===== src/rtl/mem_port_arbiter_if.sv =====
// -----------------------------------------------------------------------------
// mem_port_arbiter_if
// Bundle of every handshake/bus signal around mem_port_arbiter.
//   Requester side (2 requesters, packed, requester i in slice i):
//     req_valid/req_ready/req_wen/req_addr/req_len   burst request
//     wdata/wdata_valid/wdata_ready                  write beats
//     rdata/rdata_valid/rdata_last/rdata_ready       read beats (rdata broadcast)
//     wresp_valid                                    write completion pulse
//   Memory side (single downstream port):
//     mem_req_*, mem_wdata_*, mem_rdata_*, mem_wresp_*
// Modports:
//   master : the arbiter itself (drives the shared memory port)
//   slave  : the surroundings (both requesters plus the memory)
// -----------------------------------------------------------------------------
interface mem_port_arbiter_if #(
    parameter int ADDR_W = 32,
    parameter int DATA_W = 32,
    parameter int LEN_W  = 8
);
    logic [1:0]          req_valid;
    logic [1:0]          req_ready;
    logic [1:0]          req_wen;
    logic [2*ADDR_W-1:0] req_addr;
    logic [2*LEN_W-1:0]  req_len;
    logic [2*DATA_W-1:0] wdata;
    logic [1:0]          wdata_valid;
    logic [1:0]          wdata_ready;
    logic [DATA_W-1:0]   rdata;
    logic [1:0]          rdata_valid;
    logic                rdata_last;
    logic [1:0]          rdata_ready;
    logic [1:0]          wresp_valid;

    logic                mem_req_valid;
    logic                mem_req_ready;
    logic                mem_req_wen;
    logic [ADDR_W-1:0]   mem_req_addr;
    logic [LEN_W-1:0]    mem_req_len;
    logic [DATA_W-1:0]   mem_wdata;
    logic                mem_wdata_valid;
    logic                mem_wdata_last;
    logic                mem_wdata_ready;
    logic [DATA_W-1:0]   mem_rdata;
    logic                mem_rdata_valid;
    logic                mem_rdata_last;
    logic                mem_rdata_ready;
    logic                mem_wresp_valid;
    logic                mem_wresp_ready;

    modport master (
        input  req_valid, req_wen, req_addr, req_len, wdata, wdata_valid, rdata_ready,
        output req_ready, wdata_ready, rdata, rdata_valid, rdata_last, wresp_valid,
        output mem_req_valid, mem_req_wen, mem_req_addr, mem_req_len,
        input  mem_req_ready,
        output mem_wdata, mem_wdata_valid, mem_wdata_last,
        input  mem_wdata_ready,
        input  mem_rdata, mem_rdata_valid, mem_rdata_last,
        output mem_rdata_ready,
        input  mem_wresp_valid,
        output mem_wresp_ready
    );

    modport slave (
        output req_valid, req_wen, req_addr, req_len, wdata, wdata_valid, rdata_ready,
        input  req_ready, wdata_ready, rdata, rdata_valid, rdata_last, wresp_valid,
        input  mem_req_valid, mem_req_wen, mem_req_addr, mem_req_len,
        output mem_req_ready,
        input  mem_wdata, mem_wdata_valid, mem_wdata_last,
        output mem_wdata_ready,
        output mem_rdata, mem_rdata_valid, mem_rdata_last,
        input  mem_rdata_ready,
        output mem_wresp_valid,
        input  mem_wresp_ready
    );
endinterface


===== src/rtl/mem_port_arbiter.sv =====
// -----------------------------------------------------------------------------
// mem_port_arbiter
// Shares one memory master port between requester 0 (icache) and requester 1
// (dcache). Whole bursts are arbitrated: request, all data beats, then (for
// writes) the write response. Bursts never overlap or interleave.
// Ports:
//   clk   system clock
//   rst   synchronous active-high reset; abandons any burst in flight
//   bus   mem_port_arbiter_if.master, requester and memory handshakes
//   busy  high whenever the arbiter is not idle
// Build option:
//   ARB_ROUND_ROBIN_EN  defined   : simultaneous requests alternate (~last_gnt)
//                       undefined : fixed priority, requester 1 always wins
// -----------------------------------------------------------------------------
module mem_port_arbiter #(
    parameter int ADDR_W = 32,
    parameter int DATA_W = 32,
    parameter int LEN_W  = 8
) (
    input  logic               clk,
    input  logic               rst,
    mem_port_arbiter_if.master bus,
    output logic               busy
);
    typedef enum logic [2:0] {IDLE, REQ, RDATA, WDATA, WRESP} state_t;

    state_t             state_reg, state_next;
    logic               gnt_reg, gnt_next;
    logic               wen_reg, wen_next;
    logic               last_gnt_reg, last_gnt_next;
    logic [LEN_W-1:0]   len_reg, len_next;
    logic [LEN_W-1:0]   beat_cnt_reg, beat_cnt_next;
    logic               winner;
    logic               wr_last;

    logic [ADDR_W-1:0]  addr_arr  [2];
    logic [LEN_W-1:0]   len_arr   [2];
    logic [DATA_W-1:0]  wdata_arr [2];

    for (genvar gi = 0; gi < 2; gi++) begin : g_unpack
        assign addr_arr[gi]  = bus.req_addr[gi*ADDR_W +: ADDR_W];
        assign len_arr[gi]   = bus.req_len[gi*LEN_W +: LEN_W];
        assign wdata_arr[gi] = bus.wdata[gi*DATA_W +: DATA_W];
    end

    // Grant selection, only consulted in IDLE.
    always_comb begin
`ifdef ARB_ROUND_ROBIN_EN
        if (&bus.req_valid) winner = ~last_gnt_reg;
        else                winner = bus.req_valid[1];
`else
        winner = bus.req_valid[1];
`endif
    end

    assign wr_last = (beat_cnt_reg == len_reg);
    assign busy    = (state_reg != IDLE);

    always_ff @(posedge clk) begin
        if (rst) begin
            state_reg    <= IDLE;
            gnt_reg      <= 1'b0;
            wen_reg      <= 1'b0;
            len_reg      <= '0;
            beat_cnt_reg <= '0;
            last_gnt_reg <= 1'b1;
        end else begin
            state_reg    <= state_next;
            gnt_reg      <= gnt_next;
            wen_reg      <= wen_next;
            len_reg      <= len_next;
            beat_cnt_reg <= beat_cnt_next;
            last_gnt_reg <= last_gnt_next;
        end
    end

    always_comb begin
        state_next    = state_reg;
        gnt_next      = gnt_reg;
        wen_next      = wen_reg;
        len_next      = len_reg;
        beat_cnt_next = beat_cnt_reg;
        last_gnt_next = last_gnt_reg;

        bus.req_ready       = '0;
        bus.wdata_ready     = '0;
        bus.rdata_valid     = '0;
        bus.rdata_last      = 1'b0;
        bus.wresp_valid     = '0;
        bus.mem_req_valid   = 1'b0;
        bus.mem_wdata_valid = 1'b0;
        bus.mem_wdata_last  = 1'b0;
        bus.mem_rdata_ready = 1'b0;
        bus.mem_wresp_ready = 1'b0;

        // Payload buses follow the granted requester; only valids are gated.
        bus.mem_req_wen  = bus.req_wen[gnt_reg];
        bus.mem_req_addr = addr_arr[gnt_reg];
        bus.mem_req_len  = len_arr[gnt_reg];
        bus.mem_wdata    = wdata_arr[gnt_reg];
        bus.rdata        = bus.mem_rdata;

        case (state_reg)
            IDLE: begin
                if (|bus.req_valid) begin
                    gnt_next      = winner;
                    wen_next      = bus.req_wen[winner];
                    len_next      = len_arr[winner];
                    beat_cnt_next = '0;
                    state_next    = REQ;
                end
            end
            REQ: begin
                bus.mem_req_valid      = 1'b1;
                bus.req_ready[gnt_reg] = bus.mem_req_ready;
                if (bus.mem_req_ready) state_next = wen_reg ? WDATA : RDATA;
            end
            RDATA: begin
                // Burst end is decided by the memory's last flag, not counted.
                bus.rdata_valid[gnt_reg] = bus.mem_rdata_valid;
                bus.rdata_last           = bus.mem_rdata_last;
                bus.mem_rdata_ready      = bus.rdata_ready[gnt_reg];
                if (bus.mem_rdata_valid && bus.rdata_ready[gnt_reg] && bus.mem_rdata_last) begin
                    last_gnt_next = gnt_reg;
                    state_next    = IDLE;
                end
            end
            WDATA: begin
                bus.mem_wdata_valid      = bus.wdata_valid[gnt_reg];
                bus.mem_wdata_last       = wr_last;
                bus.wdata_ready[gnt_reg] = bus.mem_wdata_ready;
                if (bus.wdata_valid[gnt_reg] && bus.mem_wdata_ready) begin
                    // Hold the counter on the final beat so len=max never wraps.
                    if (wr_last) state_next    = WRESP;
                    else         beat_cnt_next = beat_cnt_reg + 1'b1;
                end
            end
            WRESP: begin
                bus.mem_wresp_ready = 1'b1;
                if (bus.mem_wresp_valid) begin
                    bus.wresp_valid[gnt_reg] = 1'b1;
                    last_gnt_next            = gnt_reg;
                    state_next               = IDLE;
                end
            end
            default: state_next = IDLE;
        endcase
    end
endmodule


===== src/flat_wrapper.sv =====
// flat-port wrapper written by rule: the top's interface ports become plain ports
module mem_port_arbiter_flat 
#(
    parameter int ADDR_W = 32,
    parameter int DATA_W = 32,
    parameter int LEN_W  = 8
)
  (clk, rst, busy, bus_req_valid, bus_req_wen, bus_req_addr, bus_req_len, bus_wdata, bus_wdata_valid, bus_rdata_ready, bus_req_ready, bus_wdata_ready, bus_rdata, bus_rdata_valid, bus_rdata_last, bus_wresp_valid, bus_mem_req_valid, bus_mem_req_wen, bus_mem_req_addr, bus_mem_req_len, bus_mem_req_ready, bus_mem_wdata, bus_mem_wdata_valid, bus_mem_wdata_last, bus_mem_wdata_ready, bus_mem_rdata, bus_mem_rdata_valid, bus_mem_rdata_last, bus_mem_rdata_ready, bus_mem_wresp_valid, bus_mem_wresp_ready);
  mem_port_arbiter_if #(.ADDR_W(ADDR_W), .DATA_W(DATA_W), .LEN_W(LEN_W)) bus_i ();
  input  logic clk;
  input  logic rst;
  output logic busy;
  input wire logic [$bits(bus_i.req_valid)-1:0] bus_req_valid;
  input wire logic [$bits(bus_i.req_wen)-1:0] bus_req_wen;
  input wire logic [$bits(bus_i.req_addr)-1:0] bus_req_addr;
  input wire logic [$bits(bus_i.req_len)-1:0] bus_req_len;
  input wire logic [$bits(bus_i.wdata)-1:0] bus_wdata;
  input wire logic [$bits(bus_i.wdata_valid)-1:0] bus_wdata_valid;
  input wire logic [$bits(bus_i.rdata_ready)-1:0] bus_rdata_ready;
  output wire logic [$bits(bus_i.req_ready)-1:0] bus_req_ready;
  output wire logic [$bits(bus_i.wdata_ready)-1:0] bus_wdata_ready;
  output wire logic [$bits(bus_i.rdata)-1:0] bus_rdata;
  output wire logic [$bits(bus_i.rdata_valid)-1:0] bus_rdata_valid;
  output wire logic [$bits(bus_i.rdata_last)-1:0] bus_rdata_last;
  output wire logic [$bits(bus_i.wresp_valid)-1:0] bus_wresp_valid;
  output wire logic [$bits(bus_i.mem_req_valid)-1:0] bus_mem_req_valid;
  output wire logic [$bits(bus_i.mem_req_wen)-1:0] bus_mem_req_wen;
  output wire logic [$bits(bus_i.mem_req_addr)-1:0] bus_mem_req_addr;
  output wire logic [$bits(bus_i.mem_req_len)-1:0] bus_mem_req_len;
  input wire logic [$bits(bus_i.mem_req_ready)-1:0] bus_mem_req_ready;
  output wire logic [$bits(bus_i.mem_wdata)-1:0] bus_mem_wdata;
  output wire logic [$bits(bus_i.mem_wdata_valid)-1:0] bus_mem_wdata_valid;
  output wire logic [$bits(bus_i.mem_wdata_last)-1:0] bus_mem_wdata_last;
  input wire logic [$bits(bus_i.mem_wdata_ready)-1:0] bus_mem_wdata_ready;
  input wire logic [$bits(bus_i.mem_rdata)-1:0] bus_mem_rdata;
  input wire logic [$bits(bus_i.mem_rdata_valid)-1:0] bus_mem_rdata_valid;
  input wire logic [$bits(bus_i.mem_rdata_last)-1:0] bus_mem_rdata_last;
  output wire logic [$bits(bus_i.mem_rdata_ready)-1:0] bus_mem_rdata_ready;
  input wire logic [$bits(bus_i.mem_wresp_valid)-1:0] bus_mem_wresp_valid;
  output wire logic [$bits(bus_i.mem_wresp_ready)-1:0] bus_mem_wresp_ready;
  assign bus_i.req_valid = bus_req_valid;
  assign bus_i.req_wen = bus_req_wen;
  assign bus_i.req_addr = bus_req_addr;
  assign bus_i.req_len = bus_req_len;
  assign bus_i.wdata = bus_wdata;
  assign bus_i.wdata_valid = bus_wdata_valid;
  assign bus_i.rdata_ready = bus_rdata_ready;
  assign bus_req_ready = bus_i.req_ready;
  assign bus_wdata_ready = bus_i.wdata_ready;
  assign bus_rdata = bus_i.rdata;
  assign bus_rdata_valid = bus_i.rdata_valid;
  assign bus_rdata_last = bus_i.rdata_last;
  assign bus_wresp_valid = bus_i.wresp_valid;
  assign bus_mem_req_valid = bus_i.mem_req_valid;
  assign bus_mem_req_wen = bus_i.mem_req_wen;
  assign bus_mem_req_addr = bus_i.mem_req_addr;
  assign bus_mem_req_len = bus_i.mem_req_len;
  assign bus_i.mem_req_ready = bus_mem_req_ready;
  assign bus_mem_wdata = bus_i.mem_wdata;
  assign bus_mem_wdata_valid = bus_i.mem_wdata_valid;
  assign bus_mem_wdata_last = bus_i.mem_wdata_last;
  assign bus_i.mem_wdata_ready = bus_mem_wdata_ready;
  assign bus_i.mem_rdata = bus_mem_rdata;
  assign bus_i.mem_rdata_valid = bus_mem_rdata_valid;
  assign bus_i.mem_rdata_last = bus_mem_rdata_last;
  assign bus_mem_rdata_ready = bus_i.mem_rdata_ready;
  assign bus_i.mem_wresp_valid = bus_mem_wresp_valid;
  assign bus_mem_wresp_ready = bus_i.mem_wresp_ready;
  mem_port_arbiter #(.ADDR_W(ADDR_W), .DATA_W(DATA_W), .LEN_W(LEN_W)) u_core (.clk(clk), .rst(rst), .bus(bus_i), .busy(busy));
endmodule

===== config.mk =====
export PLATFORM = sky130hd
export DESIGN_NAME = mem_port_arbiter_flat
export DESIGN_NICKNAME = d
export VERILOG_FILES = /design/src/rtl/mem_port_arbiter_if.sv /design/src/rtl/mem_port_arbiter.sv /design/src/flat_wrapper.sv
export SDC_FILE = /design/constraint.sdc
export NUM_CORES = 1
export LEC_CHECK = 0
export CORE_AREA = 2 2 122 124
export DETAILED_ROUTE_END_ITERATION = 8
export DIE_AREA = 0 0 124 126
export GPL_ROUTABILITY_DRIVEN = 0
export PLACE_DENSITY = 0.64
export SETUP_SLACK_MARGIN = 0.1
export SLEW_MARGIN = 20
export SYNTH_ARGS = -nofsm -noshare
export SYNTH_HDL_FRONTEND = slang
export SYNTH_SLANG_ARGS = --single-unit

===== constraint.sdc =====
create_clock -name clk -period 1.65 [get_ports clk]
set_clock_uncertainty 0.1 [all_clocks]
set_input_delay 0.2475 -clock clk [delete_from_list [all_inputs] [get_ports clk]]
set_output_delay 0.2475 -clock clk [all_outputs]
set_load 0.02 [all_outputs]

==> results.cfg <==
[synthesis]
synth_top_area_share = 0.348
synth.mux.area_fraction = 0.394
yosys_warnings = 0
synth.cell_area_um2 = 2390
synth_register_bits = 21
compound_gate_portion_of_the_synthesized_area = 0.114
synth.top_cells.by_area = sky130_fd_sc_hd__mux2_2 35%, sky130_fd_sc_hd__dfxtp_1 18%, sky130_fd_sc_hd__buf_4 10%
synth_edf_count = 0
synth-async-reset-ratio = 0
synth_area_in_adders = 0.00522
synth_xor_area_frac = 0.0324
syn_inst = 267
synth-simple-area-share = 0.136
syn_nets = 459
yosysSeqAreaShare = 0.176
synth_largest_area_cell = sky130_fd_sc_hd__mux2_2
synthDistinctLibCells = 44
synth.cells.most_frequent = 74 x sky130_fd_sc_hd__mux2_2, 33 x sky130_fd_sc_hd__buf_4, 22 x sky130_fd_sc_hd__nor2_1, 21 x sky130_fd_sc_hd__dfxtp_1, 11 x sky130_fd_sc_hd__mux2i_1
synth_top_family_by_area = multiplexers
synth_area_per_cell_um2 = 8.97
synth-main-ff-cell = sky130_fd_sc_hd__dfxtp_1
yosysMostFrequentCell = sky130_fd_sc_hd__mux2_2

[sta]
finalMaxSlewViolations = 0
period_share = 1.12
grt_setup_unrepaired = yes
finalSetupViolations = 92
final.min_clock_period_ns = 1.84
slew-limit-headroom = 0.775
max_frequency_ghz = 0.542
timing_hold_violations_final = 0
finalWorstSetupSlack_ns = -0.194
max_slew.worst_pin.slew_ns = 0.328

[place]
dpl_cell_area_um2 = 5310
place_hpwl_um = 10100
placedCellCount = 708
io_buffers = 246
place_ws_ns = -0.322

[setup_path]
crit-reg2reg-launch = u_core.gnt_reg
number_of_cell_instances_on_the_worst_register_to_register_path = 5
worst-path-max-fanout = 8
cp-start-kind = register
beginning_of_the_critical_path = u_core.gnt_reg
ff2ff_setup_slack_ns = -0.15
rr_endpoint = u_core.beat_cnt_reg[7]
timing_worst_setup_path_type = reg -> out
critical_path_arrival_ns = 1.50
setup.worst_path.end_class = output port
required_time_of_the_critical_path_ns = 1.30
critPathCapture = bus_mem_wdata[4]

[global_route]
first_global_vias = 3079
grt_start_max_net_pins = 34
globalRouteTotalUtil = 0.136
antenna_found_initial = 0
grt_first_pass_wirelength_um = 16400
grt.overflow.total = 0

[final_layout]
fillCellCount = 1401
areaGrowthSynthToFinish_pct = 156
final_cells = 750
nets = 758
drive_above_1_share = 0.577
finalInstanceArea_um2 = 6140

[clocking]
tritoncts = yes
worst_skew_pair_latency_ns = 0.25
clock_transition_time_at_the_flip_flop_clock_pins_of_the_worst_setup_and_hold_paths_ns = 0.06
clock_sinks = 21
cts-root-to-sink-buffers = 2
h_tree_lvls = 1
cts_hold_buf = 0
clk_root_buffer_cell = sky130_fd_sc_hd__clkbuf_16
cts-buffers-inserted = 3

[min_path]
worstHoldPathType = in -> out

[run_status]
violations = setup timing
outcome = complete, but fails checks

[detailed_routing]
route.detailed.wl_per_inst_um = 17.9
ant_nets = 0
drt_wl_total_um = 13400
num_vias = 3201
drc_viols = 0
routed_via_density = 4.27
drt-initial-drc-count = 74
drt_first_pass_iters = 4

[floorplan]
ioPinCount = 311
core.rowCount = 44
initial_utilization = 0.167
die_height_um = 126
die_outline_width_um = 124
core_um2 = 14300
die_area_um2 = 15600

[power]
vdd.ir_drop.worst_mv = 0.339
power.total_mw = 5.74
power_density_nw_per_um2 = 934
leakage_nw = 2.64

[run]
maxCapViolations = 0
-- cell type report --
cell class,instances,area [um^2],share of cell area
Multi-Input combinational cell,192,2030,0.331
Sequential cell,21,440,0.0717
Clock inverter,1,5.00,0.000815
Timing Repair Buffer,343,3340,0.544
Tap cell,184,230,0.0375
Clock buffer,3,75.1,0.0122
Inverter,5,18.8,0.00306
Antenna cell,1,2.50,0.000408
-- critical path: stages, from the launching register on --
cell                        delay, ns
sky130_fd_sc_hd__dfxtp_4         0.40
sky130_fd_sc_hd__buf_6           0.12
sky130_fd_sc_hd__buf_6           0.11
sky130_fd_sc_hd__clkbuf_16       0.17
sky130_fd_sc_hd__mux2_4          0.31
sky130_fd_sc_hd__buf_6           0.13
-- cells by family (layout without fill, tap and decap cells) --
| group | after synthesis | count (layout) |
|---|---|---|
| xor gates and xnor gates | 8 | 8 |
| other | 0 | 1 |
| and+or+nand+nor | 61 | 61 |
| buffers and inverters | 54 | 352 |
| AOI/OAI and AO/OA | 37 | 37 |
| DFF | 21 | 21 |
| adders and majority gates | 1 | 1 |
| muxes | 85 | 85 |
-- cell usage in the layout (no fill, tap or decap), types with 7 or more instances in the layout --
master                            netlist  routed
sky130_fd_sc_hd__nor2_2                 0      10
sky130_fd_sc_hd__buf_4                 33      73
sky130_fd_sc_hd__mux2_4                 0      38
sky130_fd_sc_hd__mux2_2                74      36
sky130_fd_sc_hd__buf_12                 0       8
sky130_fd_sc_hd__buf_2                  5      29
sky130_fd_sc_hd__clkbuf_16              0       9
sky130_fd_sc_hd__mux2i_1               11      10
sky130_fd_sc_hd__buf_6                  1      62
sky130_fd_sc_hd__nor2_4                 1       8
sky130_fd_sc_hd__and3_1                 8       7
sky130_fd_sc_hd__a211oi_2               0       9
sky130_fd_sc_hd__dfxtp_1               21       9
sky130_fd_sc_hd__dfxtp_2                0      10
sky130_fd_sc_hd__clkdlybuf4s50_1        0     158
-- layer usage --
layer,wire (um),vias to the layer above,track usage
met1,5280,1518,0.167
met2,7050,124,0.241
li1,-,1547,-
met3,947,12,0.0308
met5,0,-,0
met4,121,0,0.0238
-- how the worst min path moves through the flow --
stage	depth (start not counted)	to	startpoint	slack, ns
finish	0	bus_rdata[23]	bus_mem_rdata[23]	0.40
global placement	0	bus_rdata[2]	bus_mem_rdata[2]	0.40
floorplan	2	u_core.state_reg[2]	bus_mem_wresp_valid	0.33
detailed placement	0	bus_rdata[2]	bus_mem_rdata[2]	0.40
CTS	0	bus_rdata[2]	bus_mem_rdata[2]	0.40
global route	0	bus_rdata[3]	bus_mem_rdata[3]	0.40
-- report_power, final --
part	internal, mW	switching (mW)	total (mW)
clock	0.325	0.183	0.509
sequential	0.621	0.111	0.732
combinational	2.59	1.91	4.50
-- stage by stage --
step / TNS (ns) / hold WS [ns] / utilization
detailed placement: -21.84 / 0.395 / 0.371
global placement: -20.44 / 0.395 / 0.371
floorplan: 0 / 0.329 / -
finish: -10.91 / 0.395 / 0.429
global route: -15.20 / 0.395 / 0.429
CTS: -16.16 / 0.395 / 0.362
-- what timing repair did --
action                                  4_1_cts  5_1_grt
endpoints found under the setup margin      108      107
pin swaps                                     0       23
resized for setup                           242      325
setup buffers                                 0       29
gates cloned                                  0        8
Power figures use the tool's default switching activity.
